### src/rtl/hdlc_rx_deframer_pkg.sv
// Shared types and constants for the HDLC receive deframer slice.
// Holds the FSM state, the per-bit classification and the flag/stuff thresholds.
package hdlc_pkg;

  typedef enum logic [1:0] {
    HUNT,
    SYNC,
    FRAME
  } state_t;

  typedef enum logic [1:0] {
    DATA,
    STUFF,
    FLAG,
    ABORT
  } bit_class_t;

  localparam logic [7:0] HDLC_FLAG  = 8'h7E;
  localparam int unsigned ONES_STUFF = 5;
  localparam int unsigned ONES_FLAG  = 6;

endpackage

### src/rtl/hdlc_rx_deframer_if.sv
// Serial bit input and byte/frame output bundle of the HDLC receive deframer.
// The slave modport is the deframer side; the master modport is the bit source / consumer side.
interface hdlc_rx_deframer_if #(
  parameter int unsigned CNT_W = 16
);

  logic             bit_valid;
  logic             bit_in;
  logic [7:0]       byte_data;
  logic             byte_valid;
  logic             byte_sof;
  logic             frame_end;
  logic             frame_err;
  logic [CNT_W-1:0] frame_len;
  logic             frame_abort;
  logic             in_frame;

  modport master (
    output bit_valid, bit_in,
    input  byte_data, byte_valid, byte_sof, frame_end, frame_err, frame_len,
           frame_abort, in_frame
  );

  modport slave (
    input  bit_valid, bit_in,
    output byte_data, byte_valid, byte_sof, frame_end, frame_err, frame_len,
           frame_abort, in_frame
  );

endinterface

### src/rtl/hdlc_rx_deframer_classifier.sv
// Ones-run counter and flag/stuff/abort classification of each valid line bit.
// The class is decided from the run length before the current bit updates it.
module hdlc_bit_classifier
  import hdlc_pkg::*;
(
  input  logic       clk,
  input  logic       areset_n,
  input  logic       bit_valid_i,
  input  logic       bit_i,
  output logic       class_valid_o,
  output bit_class_t class_o
);

  logic [2:0] ones_q;
  logic [2:0] ones_d;

  // Run length saturates at 7 so long idle-ones periods stay classified as DATA.
  always_comb begin
    ones_d = ones_q;
    if (bit_valid_i) begin
      if (!bit_i) begin
        ones_d = 3'd0;
      end else if (ones_q != 3'd7) begin
        ones_d = ones_q + 3'd1;
      end
    end
  end

  always_comb begin
    class_o = DATA;
    if (!bit_i && (ones_q == 3'(ONES_STUFF))) begin
      class_o = STUFF;
    end else if (!bit_i && (ones_q == 3'(ONES_FLAG))) begin
      class_o = FLAG;
    end else if (bit_i && (ones_q == 3'(ONES_FLAG))) begin
      class_o = ABORT;
    end
  end

  assign class_valid_o = bit_valid_i;

  always_ff @(posedge clk or negedge areset_n) begin
    if (!areset_n) begin
      ones_q <= 3'd0;
    end else begin
      ones_q <= ones_d;
    end
  end

endmodule

### src/rtl/hdlc_rx_deframer.sv
// HDLC receive deframer: hunts for flags, strips stuffed zeros, assembles LSB-first
// bytes and reports frame end (length/error) and aborts.
module hdlc_rx_deframer
  import hdlc_pkg::*;
#(
  parameter int unsigned MIN_BYTES = 2,
  parameter int unsigned CNT_W     = 16
) (
  input logic               clk,
  input logic               areset_n,
  hdlc_rx_deframer_if.slave rx
);

  bit_class_t       cls;
  logic             cls_valid;

  state_t           state_q;
  logic [6:0]       dl_q;
  logic [2:0]       dl_cnt_q;
  logic [6:0]       shift_q;
  logic [2:0]       bit_cnt_q;
  logic [CNT_W-1:0] byte_cnt_q;

  logic [7:0]       byte_data_q;
  logic             byte_valid_q;
  logic             byte_sof_q;
  logic             frame_end_q;
  logic             frame_err_q;
  logic [CNT_W-1:0] frame_len_q;
  logic             frame_abort_q;
  logic             in_frame_q;

  logic             push;
  logic             commit;
  logic [7:0]       byte_d;
  logic [CNT_W-1:0] byte_cnt_d;

  hdlc_bit_classifier u_classifier (
    .clk           (clk),
    .areset_n      (areset_n),
    .bit_valid_i   (rx.bit_valid),
    .bit_i         (rx.bit_in),
    .class_valid_o (cls_valid),
    .class_o       (cls)
  );

  // Seven bits of delay keep the flag pattern out of the assembler; only the oldest bit commits.
  always_comb begin
    push       = cls_valid && (cls == DATA) && (state_q != HUNT);
    commit     = push && (dl_cnt_q == 3'd7);
    byte_d     = {dl_q[6], shift_q};
    byte_cnt_d = (&byte_cnt_q) ? byte_cnt_q : byte_cnt_q + CNT_W'(1);
  end

  always_ff @(posedge clk or negedge areset_n) begin
    if (!areset_n) begin
      state_q       <= HUNT;
      dl_q          <= 7'd0;
      dl_cnt_q      <= 3'd0;
      shift_q       <= 7'd0;
      bit_cnt_q     <= 3'd0;
      byte_cnt_q    <= '0;
      byte_data_q   <= 8'd0;
      byte_valid_q  <= 1'b0;
      byte_sof_q    <= 1'b0;
      frame_end_q   <= 1'b0;
      frame_err_q   <= 1'b0;
      frame_len_q   <= '0;
      frame_abort_q <= 1'b0;
      in_frame_q    <= 1'b0;
    end else begin
      byte_valid_q  <= 1'b0;
      byte_sof_q    <= 1'b0;
      frame_end_q   <= 1'b0;
      frame_abort_q <= 1'b0;

      if (push) begin
        dl_q <= {dl_q[5:0], rx.bit_in};
        if (!commit) begin
          dl_cnt_q <= dl_cnt_q + 3'd1;
        end
      end

      if (commit) begin
        shift_q   <= byte_d[7:1];
        bit_cnt_q <= bit_cnt_q + 3'd1;
        if (bit_cnt_q == 3'd7) begin
          byte_data_q  <= byte_d;
          byte_valid_q <= 1'b1;
          byte_sof_q   <= (byte_cnt_q == '0);
          byte_cnt_q   <= byte_cnt_d;
        end
      end

      // Commit never coincides with FLAG/ABORT, so the counter clears below cannot collide with it.
      if (cls_valid) begin
        case (state_q)
          HUNT: begin
            if (cls == FLAG) begin
              state_q <= SYNC;
            end
          end
          SYNC: begin
            if (cls == FLAG) begin
              dl_cnt_q <= 3'd0;
            end else if (cls == ABORT) begin
              dl_cnt_q <= 3'd0;
              state_q  <= HUNT;
            end else if (commit) begin
              state_q    <= FRAME;
              in_frame_q <= 1'b1;
            end
          end
          FRAME: begin
            if (cls == FLAG) begin
              frame_end_q <= 1'b1;
              frame_len_q <= byte_cnt_q;
              frame_err_q <= (bit_cnt_q != 3'd0) || (byte_cnt_q < CNT_W'(MIN_BYTES));
              bit_cnt_q   <= 3'd0;
              byte_cnt_q  <= '0;
              dl_cnt_q    <= 3'd0;
              state_q     <= SYNC;
              in_frame_q  <= 1'b0;
            end else if (cls == ABORT) begin
              frame_abort_q <= 1'b1;
              bit_cnt_q     <= 3'd0;
              byte_cnt_q    <= '0;
              dl_cnt_q      <= 3'd0;
              state_q       <= HUNT;
              in_frame_q    <= 1'b0;
            end
          end
          default: begin
            state_q <= HUNT;
          end
        endcase
      end
    end
  end

  assign rx.byte_data   = byte_data_q;
  assign rx.byte_valid  = byte_valid_q;
  assign rx.byte_sof    = byte_sof_q;
  assign rx.frame_end   = frame_end_q;
  assign rx.frame_err   = frame_err_q;
  assign rx.frame_len   = frame_len_q;
  assign rx.frame_abort = frame_abort_q;
  assign rx.in_frame    = in_frame_q;

endmodule
### src/flat_wrapper.sv
// flat-port wrapper written by rule: the top's interface ports become plain ports
module hdlc_rx_deframer_flat import hdlc_pkg::*;
#(
  parameter int unsigned MIN_BYTES = 2,
  parameter int unsigned CNT_W     = 16
)
  (clk, areset_n, rx_bit_valid, rx_bit_in, rx_byte_data, rx_byte_valid, rx_byte_sof, rx_frame_end, rx_frame_err, rx_frame_len, rx_frame_abort, rx_in_frame);
  hdlc_rx_deframer_if #(.CNT_W(CNT_W)) rx_i ();
  input logic clk;
  input logic areset_n;
  input wire logic [$bits(rx_i.bit_valid)-1:0] rx_bit_valid;
  input wire logic [$bits(rx_i.bit_in)-1:0] rx_bit_in;
  output wire logic [$bits(rx_i.byte_data)-1:0] rx_byte_data;
  output wire logic [$bits(rx_i.byte_valid)-1:0] rx_byte_valid;
  output wire logic [$bits(rx_i.byte_sof)-1:0] rx_byte_sof;
  output wire logic [$bits(rx_i.frame_end)-1:0] rx_frame_end;
  output wire logic [$bits(rx_i.frame_err)-1:0] rx_frame_err;
  output wire logic [$bits(rx_i.frame_len)-1:0] rx_frame_len;
  output wire logic [$bits(rx_i.frame_abort)-1:0] rx_frame_abort;
  output wire logic [$bits(rx_i.in_frame)-1:0] rx_in_frame;
  assign rx_i.bit_valid = rx_bit_valid;
  assign rx_i.bit_in = rx_bit_in;
  assign rx_byte_data = rx_i.byte_data;
  assign rx_byte_valid = rx_i.byte_valid;
  assign rx_byte_sof = rx_i.byte_sof;
  assign rx_frame_end = rx_i.frame_end;
  assign rx_frame_err = rx_i.frame_err;
  assign rx_frame_len = rx_i.frame_len;
  assign rx_frame_abort = rx_i.frame_abort;
  assign rx_in_frame = rx_i.in_frame;
  hdlc_rx_deframer #(.MIN_BYTES(MIN_BYTES), .CNT_W(CNT_W)) u_core (.clk(clk), .areset_n(areset_n), .rx(rx_i));
endmodule
### config.mk
export PLATFORM = sky130hd
export DESIGN_NAME = hdlc_rx_deframer_flat
export DESIGN_NICKNAME = d
export VERILOG_FILES = /design/src/rtl/hdlc_rx_deframer_pkg.sv /design/src/rtl/hdlc_rx_deframer_if.sv /design/src/rtl/hdlc_rx_deframer_classifier.sv /design/src/rtl/hdlc_rx_deframer.sv /design/src/flat_wrapper.sv
export SDC_FILE = /design/constraint.sdc
export NUM_CORES = 1
export LEC_CHECK = 0
export ABC_CLOCK_PERIOD_IN_PS = 6100
export CORE_MARGIN = 2
export CORE_UTILIZATION = 32
export CTS_BUF_LIST = sky130_fd_sc_hd__clkbuf_2 sky130_fd_sc_hd__clkbuf_4 sky130_fd_sc_hd__clkbuf_8
export DETAILED_ROUTE_END_ITERATION = 7
export HOLD_SLACK_MARGIN = 0.06
export MAX_ROUTING_LAYER = met4
export PLACE_DENSITY = 0.55
export SETUP_SLACK_MARGIN = 0.02
export SKIP_CTS_REPAIR_TIMING = 1
export SLEW_MARGIN = 0
export SYNTH_ARGS = -nofsm -noshare
export SYNTH_HDL_FRONTEND = slang
export SYNTH_SLANG_ARGS = --single-unit
### constraint.sdc
create_clock -name clk -period 6.1 [get_ports clk]
set_input_delay 0.61 -clock clk [delete_from_list [all_inputs] [get_ports clk]]
set_output_delay 0.61 -clock clk [all_outputs]
set_load 0.05 [all_outputs]
---- Word level (Yosys, flattened, before mapping) ----
Cells that the tools add are included.
W data, S select, Z words.
storage, ports and cells
  flip-flop bits (word level) ............. 71
  bits of input ports ..................... 4
  output and inout bits ................... 30
  logic and storage cells ................. 104
operators by class
  add/sub/neg operators ................... 4
  $lt $le $gt $ge ......................... 1
  equality and inequality tests ........... 16
  mux-type cells .......................... 47
  reductions and logical operators ........ 21
operators with widths
  cell                     count
  $mux W16                 7
  $mux W3                  13
  $mux W2                  9
  $add A16 B1 Y16 const B  1
  $logic_not A16 Y1        1
  $lt A16 B2 Y1 const B    1
  $mux W1                  16
  $reduce_and A16 Y1       1
  $eq A3 B3 Y1 const B     4
  $add A3 B1 Y3 const B    3
  $eq A2 B2 Y1 const B     3
  $logic_and A1 B1 Y1      6
  $ne A2 B1 Y1 const B     3
  $ne A3 B1 Y1 const B     2
  $pmux W2 S3              1
  $reduce_and A6 Y1        1
  $reduce_and A5 Y1        1
  $logic_not A2 Y1         2
  $ne A2 B2 Y1 const B     2
  $reduce_and A2 Y1        2
  $reduce_bool A2 Y1       2
  $ne A3 B3 Y1 const B     1
  $reduce_and A3 Y1        1
  $reduce_bool A3 Y1       1
  5 further kinds          5

---- Depth between registers and ports, before layout ----
  word-level depth ........................ 15
  gate-level depth with buffers ........... 8
  gate-level depth less buffers ........... 7

---- Hierarchy ----
From an unflattened synthesis, not the netlist that was laid out.
unflattened totals
  cells, all modules ...................... 361
  area total of the unflattened synthesis .. 3388.2 µm²
by module, submodules not included
  module               instances  cells an instance  area an instance (µm²)  seq. area each (µm²)
  hdlc_rx_deframer     1          337                3151.8                  1701.6
  hdlc_bit_classifier  1          24                 236.5                   75.1

---- Least setup slack after synthesis ----
No wires, ideal clock.
  kind .................................... flip-flop to flip-flop
  start point ............................. reg u_core.state_q[0]
  end point ............................... reg u_core.frame_len_q[10], in the netlist u_core.rx.frame_len[10]
  library setup time ...................... 0.125 ns
  data arrival time ....................... 1.874 ns
  slack ................................... 4.101 ns
  cell stages (with the launch flop) ...... 9
  buffers on the path ..................... 2
  cells stage by stage .................... dfrtp_1 inv_1 ha_1 nand4_1 or2_1 clkbuf_1 nor2_4 buf_4 mux2_2
between the ends
  longest elaborated chain between the ends .. 2
RTL lines
  item                                RTL line                 source
  from (decl)                         hdlc_rx_deframer.sv:17   state_t state_q;
  from (signal assigned)              hdlc_rx_deframer.sv:57   state_q <= HUNT;
  from (signal assigned)              hdlc_rx_deframer.sv:100  state_q <= SYNC;
  from (signal assigned)              hdlc_rx_deframer.sv:108  state_q <= HUNT;
  $eq A2 B2 Y1                        hdlc_rx_deframer.sv:97   case (state_q)
  $reduce_and A3 Y1 (no source line)  n/a
  to (signal assigned)                hdlc_rx_deframer.sv:117  frame_len_q <= byte_cnt_q;
  to (decl)                           hdlc_rx_deframer.sv:29   logic [CNT_W-1:0] frame_len_q;
No other way between the ends.
A chain may end at the register's enable or synchronous reset.

---- Worst setup path in the final report ----
  start point ............................. in rx_bit_valid
  end point ............................... reg u_core.byte_cnt_q[15]
between the ends
  longest elaborated chain between the ends .. 8
RTL lines
  item                               RTL line                 source
  from (decl)                        flat_wrapper.sv:11       input wire logic [$bits(rx_i.bit_valid)-1:0] rx_bit_valid;
  $logic_and A1 B1 Y1 (2 in series)  hdlc_rx_deframer.sv:49   push = cls_valid && (cls == DATA) && (state_q != HUNT);
  $logic_and A1 B1 Y1                hdlc_rx_deframer.sv:50   commit = push && (dl_cnt_q == 3'd7);
  $mux W16                           hdlc_rx_deframer.sv:84   if (commit) begin
  $mux W16                           hdlc_rx_deframer.sv:124  end else if (cls == ABORT) begin
  $mux W16                           hdlc_rx_deframer.sv:115  if (cls == FLAG) begin
  $mux W16                           hdlc_rx_deframer.sv:97
  $mux W16 (*)                       hdlc_rx_deframer.sv:96   if (cls_valid) begin
  to (signal assigned)               hdlc_rx_deframer.sv:91   byte_cnt_q <= byte_cnt_d;
  to (decl)                          hdlc_rx_deframer.sv:22   logic [CNT_W-1:0] byte_cnt_q;
Mark *: on every way between the ends. The rest lies on a longest branch, timed or not.

==> flow_summary.json <==
{
  "place_inst": 448,
  "crit_type": "primary input to register",
  "fp-row-count": 37,
  "cp_top_family": "simple AND/OR/NAND/NOR gates",
  "seq_area_frac_synth_pct": 53.44,
  "critPathRequiredTime_ns": 6.35,
  "worstMarginPinSlew_ns": 1.181,
  "routed_via_density": 4.776,
  "drc": 0,
  "synth_compound_area_share_pct": 3.764,
  "grt_start_max_net_pins": 72,
  "netlist_instances": 288,
  "synth_top_family_by_area": "multiplexers",
  "cts_max_path_buffers": 2,
  "met1_usage_pct": 15.22,
  "critPathBufInv": 1,
  "antenna_found_initial": 0,
  "synth_warnings": 0,
  "ys_async_sr_fraction_pct": 100.0,
  "switching_share_pct": 25.53,
  "period_minus_slack_ns": 2.781,
  "cts.sinks": 71,
  "cp_num_cells": 6,
  "maxSlewViolCount": 0,
  "cts_tree": "built",
  "syn_area_per_cell_um2": 11.54,
  "gr-usage-met3_pct": 3.372,
  "pwr-share-seq_pct": 42.7,
  "skew_ns": 0.01027,
  "cpMaxStageDelayCell": "clkdlybuf4s50_1",
  "fin_cells": 464,
  "fin_crit_sh_pct": 45.59,
  "maxSlewHeadroom_pct": 21.00,
  "max_freq_mhz": 359.6,
  "p_int_w": 0.0009919,
  "die_w_um": 105.9,
  "port_buffers": 33,
  "r2r_start": "u_core.state_q[0]$_DFFE_PN0P_",
  "synthSimpleGateAreaFrac_pct": 15.51,
  "vias": 2216,
  "n_antenna_cell": 0,
  "synth_seq_cells": 71,
  "hold_violations": 0,
  "cpPeakStageDelay_ns": 0.63,
  "status": "finished clean",
  "synthAdderAreaFrac_pct": 5.645,
  "combPwrFrac_pct": 16.7,
  "cp-end-kind": "register",
  "syn_nets": 307,
  "ant_nets": 0,
  "first_pass_iters": 4,
  "grt_pass1_vias": 2308,
  "htree_levels": 3,
  "cap_violations": 0,
  "synth_cell_types": 40,
  "place_congestion": 0.7742,
  "clkPwrFrac_pct": 40.6,
  "yosys-top-cells-count": "dfrtp_1, mux2_2, nor2_1",
  "grt_use_met2_pct": 21.06,
  "syn_to_final_growth_pct": 22.54,
  "start_util_pct": 32.64,
  "synthTopCellsByArea": "dfrtp_1, mux2_2, ha_1",
  "synthMuxAreaShare_pct": 15.58,
  "startpoint_type": "primary input",
  "finish.utilization_pct": 40.00,
  "setup_violations": 0,
  "tns_ns": 0,
  "groute.usage.overall_pct": 12.83,
  "drive_above_1_share_pct": 18.90,
  "clkTransAtPathRegs_ns": 0.08,
  "drtIter0Drc": 53,
  "layout.nets": 342,
  "reg2regPathDepth": 7,
  "synthXorXnorAreaFrac_pct": 2.898,
  "p_sw_w": 0.0003400,
  "grt_pass1_wl_mm": 11.02,
  "rrSetupSlack_ns": 3.46,
  "synth_top_area_share_pct": 53.44,
  "cp_max_fo": 24,
  "netlist_area_um2": 3324,
  "num_io_pins": 34,
  "insertion_delay_ns": 0.35,
  "wire_per_inst_um": 13.31,
  "synth-edff-count": 0,
  "rsz0062_at_grt": "false",
  "n_fill_cell": 1013,
  "dp.final_hpwl_mm": 4.167,
  "synth.most_common_cell": "dfrtp_1",
  "cts-root-buf": "clkbuf_8",
  "routed_wl_mm": 6.178,
  "cts_made_buffers": 9,
  "coreArea_um2": 10180,
  "rr_endpoint": "u_core.byte_cnt_q[15]$_DFF_PN0_",
  "synth_largest_area_cell": "dfrtp_1",
  "synth_ff_type": "dfrtp_1",
  "busiest_layer": "met2",
  "fp.dieH_um": 105.9,
  "grt.overflow.total": 0,
  "die_area_um2": 11220,
  "ir_drop_mv": 0.1545,
  "crit_chain": "clkdlybuf4s50_1, and2b_1, nand4_2, nor4_1, a41oi_1, a311oi_1",
  "p_per_area_nw_per_um2": 326.9,
  "hold_class": "primary input to async pin",
  "p_leak_nw": 1.883,
  "arrival_ns": 3.03
}
[metal layers]
layer / part of all wire, % / vias to the layer above
met5: 0 / -
met4: 1.7 / 0
met3: 3.4 / 12
met2: 49 / 29
met1: 46 / 1100
li1: - / 1075
[power groups by stage]
stage | sequential (W) | clock, W | combinational [W]
6_report | 0.000568 | 0.000540 | 0.000223
5_1_grt | 0.000578 | 0.000580 | 0.000255
4_1_cts | 0.000569 | 0.000559 | 0.000227
3_5_place_dp | 0.000578 | 0 | 0.000226
3_3_place_gp | 0.000575 | 0 | 0.000219
2_1_floorplan | 0.000580 | 0 | 0.000162
[sequential cells by signal, indices dropped and copies added, names as in the netlist]
register,cells
u_core.state_q,2
u_core.u_classifier.ones_q,3
u_core.shift_q,7
u_core.byte_cnt_q,16
u_core.rx.in_frame,1
u_core.rx.frame_abort,1
u_core.rx.byte_valid,1
u_core.dl_cnt_q,3
u_core.dl_q,7
u_core.rx.byte_data,8
u_core.rx.frame_len,16
u_core.rx.byte_sof,1
u_core.rx.frame_end,1
u_core.bit_cnt_q,3
u_core.rx.frame_err,1
[cells in the final DEF, fill, tap and decap left out, drive strengths merged, types with 2 or more instances in the layout]
| cell type | Yosys | final |
|---|---|---|
| dfrtp | 71 | 71 |
| clkbuf | 5 | 9 |
| nand2b | 2 | 2 |
| inv | 16 | 17 |
| ha | 15 | 15 |
| or2 | 2 | 2 |
| and2 | 3 | 3 |
| buf | 5 | 2 |
| nor2 | 29 | 29 |
| clkdlybuf4s50 | 0 | 32 |
| nand4 | 10 | 10 |
| nand3 | 6 | 6 |
| o22ai | 3 | 3 |
| nor4 | 10 | 10 |
| nand2 | 19 | 19 |
| nand3b | 2 | 2 |
| a31oi | 3 | 3 |
| bufinv | 0 | 5 |
| mux2i | 9 | 9 |
| xnor2 | 11 | 11 |
| a21oi | 6 | 6 |
| nor3 | 9 | 9 |
| mux2 | 38 | 38 |
| o21ai | 3 | 3 |
[worst max path at each step]
stage,start,endpoint
after detailed placement,rx_bit_valid,u_core.byte_cnt_q[15]$_DFF_PN0_
final,rx_bit_valid,u_core.byte_cnt_q[15]$_DFF_PN0_
after CTS,rx_bit_valid,u_core.byte_cnt_q[15]$_DFF_PN0_
after global routing,rx_bit_valid,u_core.byte_cnt_q[15]$_DFF_PN0_
after floorplan,u_core.state_q[0]$_DFFE_PN0P_,u_core.rx.frame_len[10]$_DFFE_PN0P_
after global placement,rx_bit_valid,u_core.byte_cnt_q[15]$_DFF_PN0_
[cells by family after synthesis]
| family | after synthesis |
|---|---|
| xor+xnor | 11 |
| compound gates | 20 |
| buf+inv | 26 |
| fa+ha+maj | 15 |
| simple gates | 98 |
| flops | 71 |
| mux | 47 |
[stage by stage]
stage	instance area, um2	power [W]	setup WS (ns)	hold WS [ns]
floorplan	3324	0.0007416	4.101	0.3144
CTS	4074	0.001355	3.295	0.5070
global route	4074	0.001413	3.052	0.5207
detailed placement	3782	0.0008037	2.921	0.4898
global placement	3782	0.0007937	3.008	0.4677
finish	4074	0.001332	3.319	0.4499
[area by class of cell]
class	count	area (um2)	area share [%]
clock buffer	9	123.9	3.041
tap	136	170.2	4.177
inverter	16	60.06	1.474
clock inverter	7	167.7	4.115
sequential	71	1777	43.61
multi-input combinational	191	1443	35.41
timing repair buffer	34	332.8	8.170
Power figures use the tool's default switching activity.
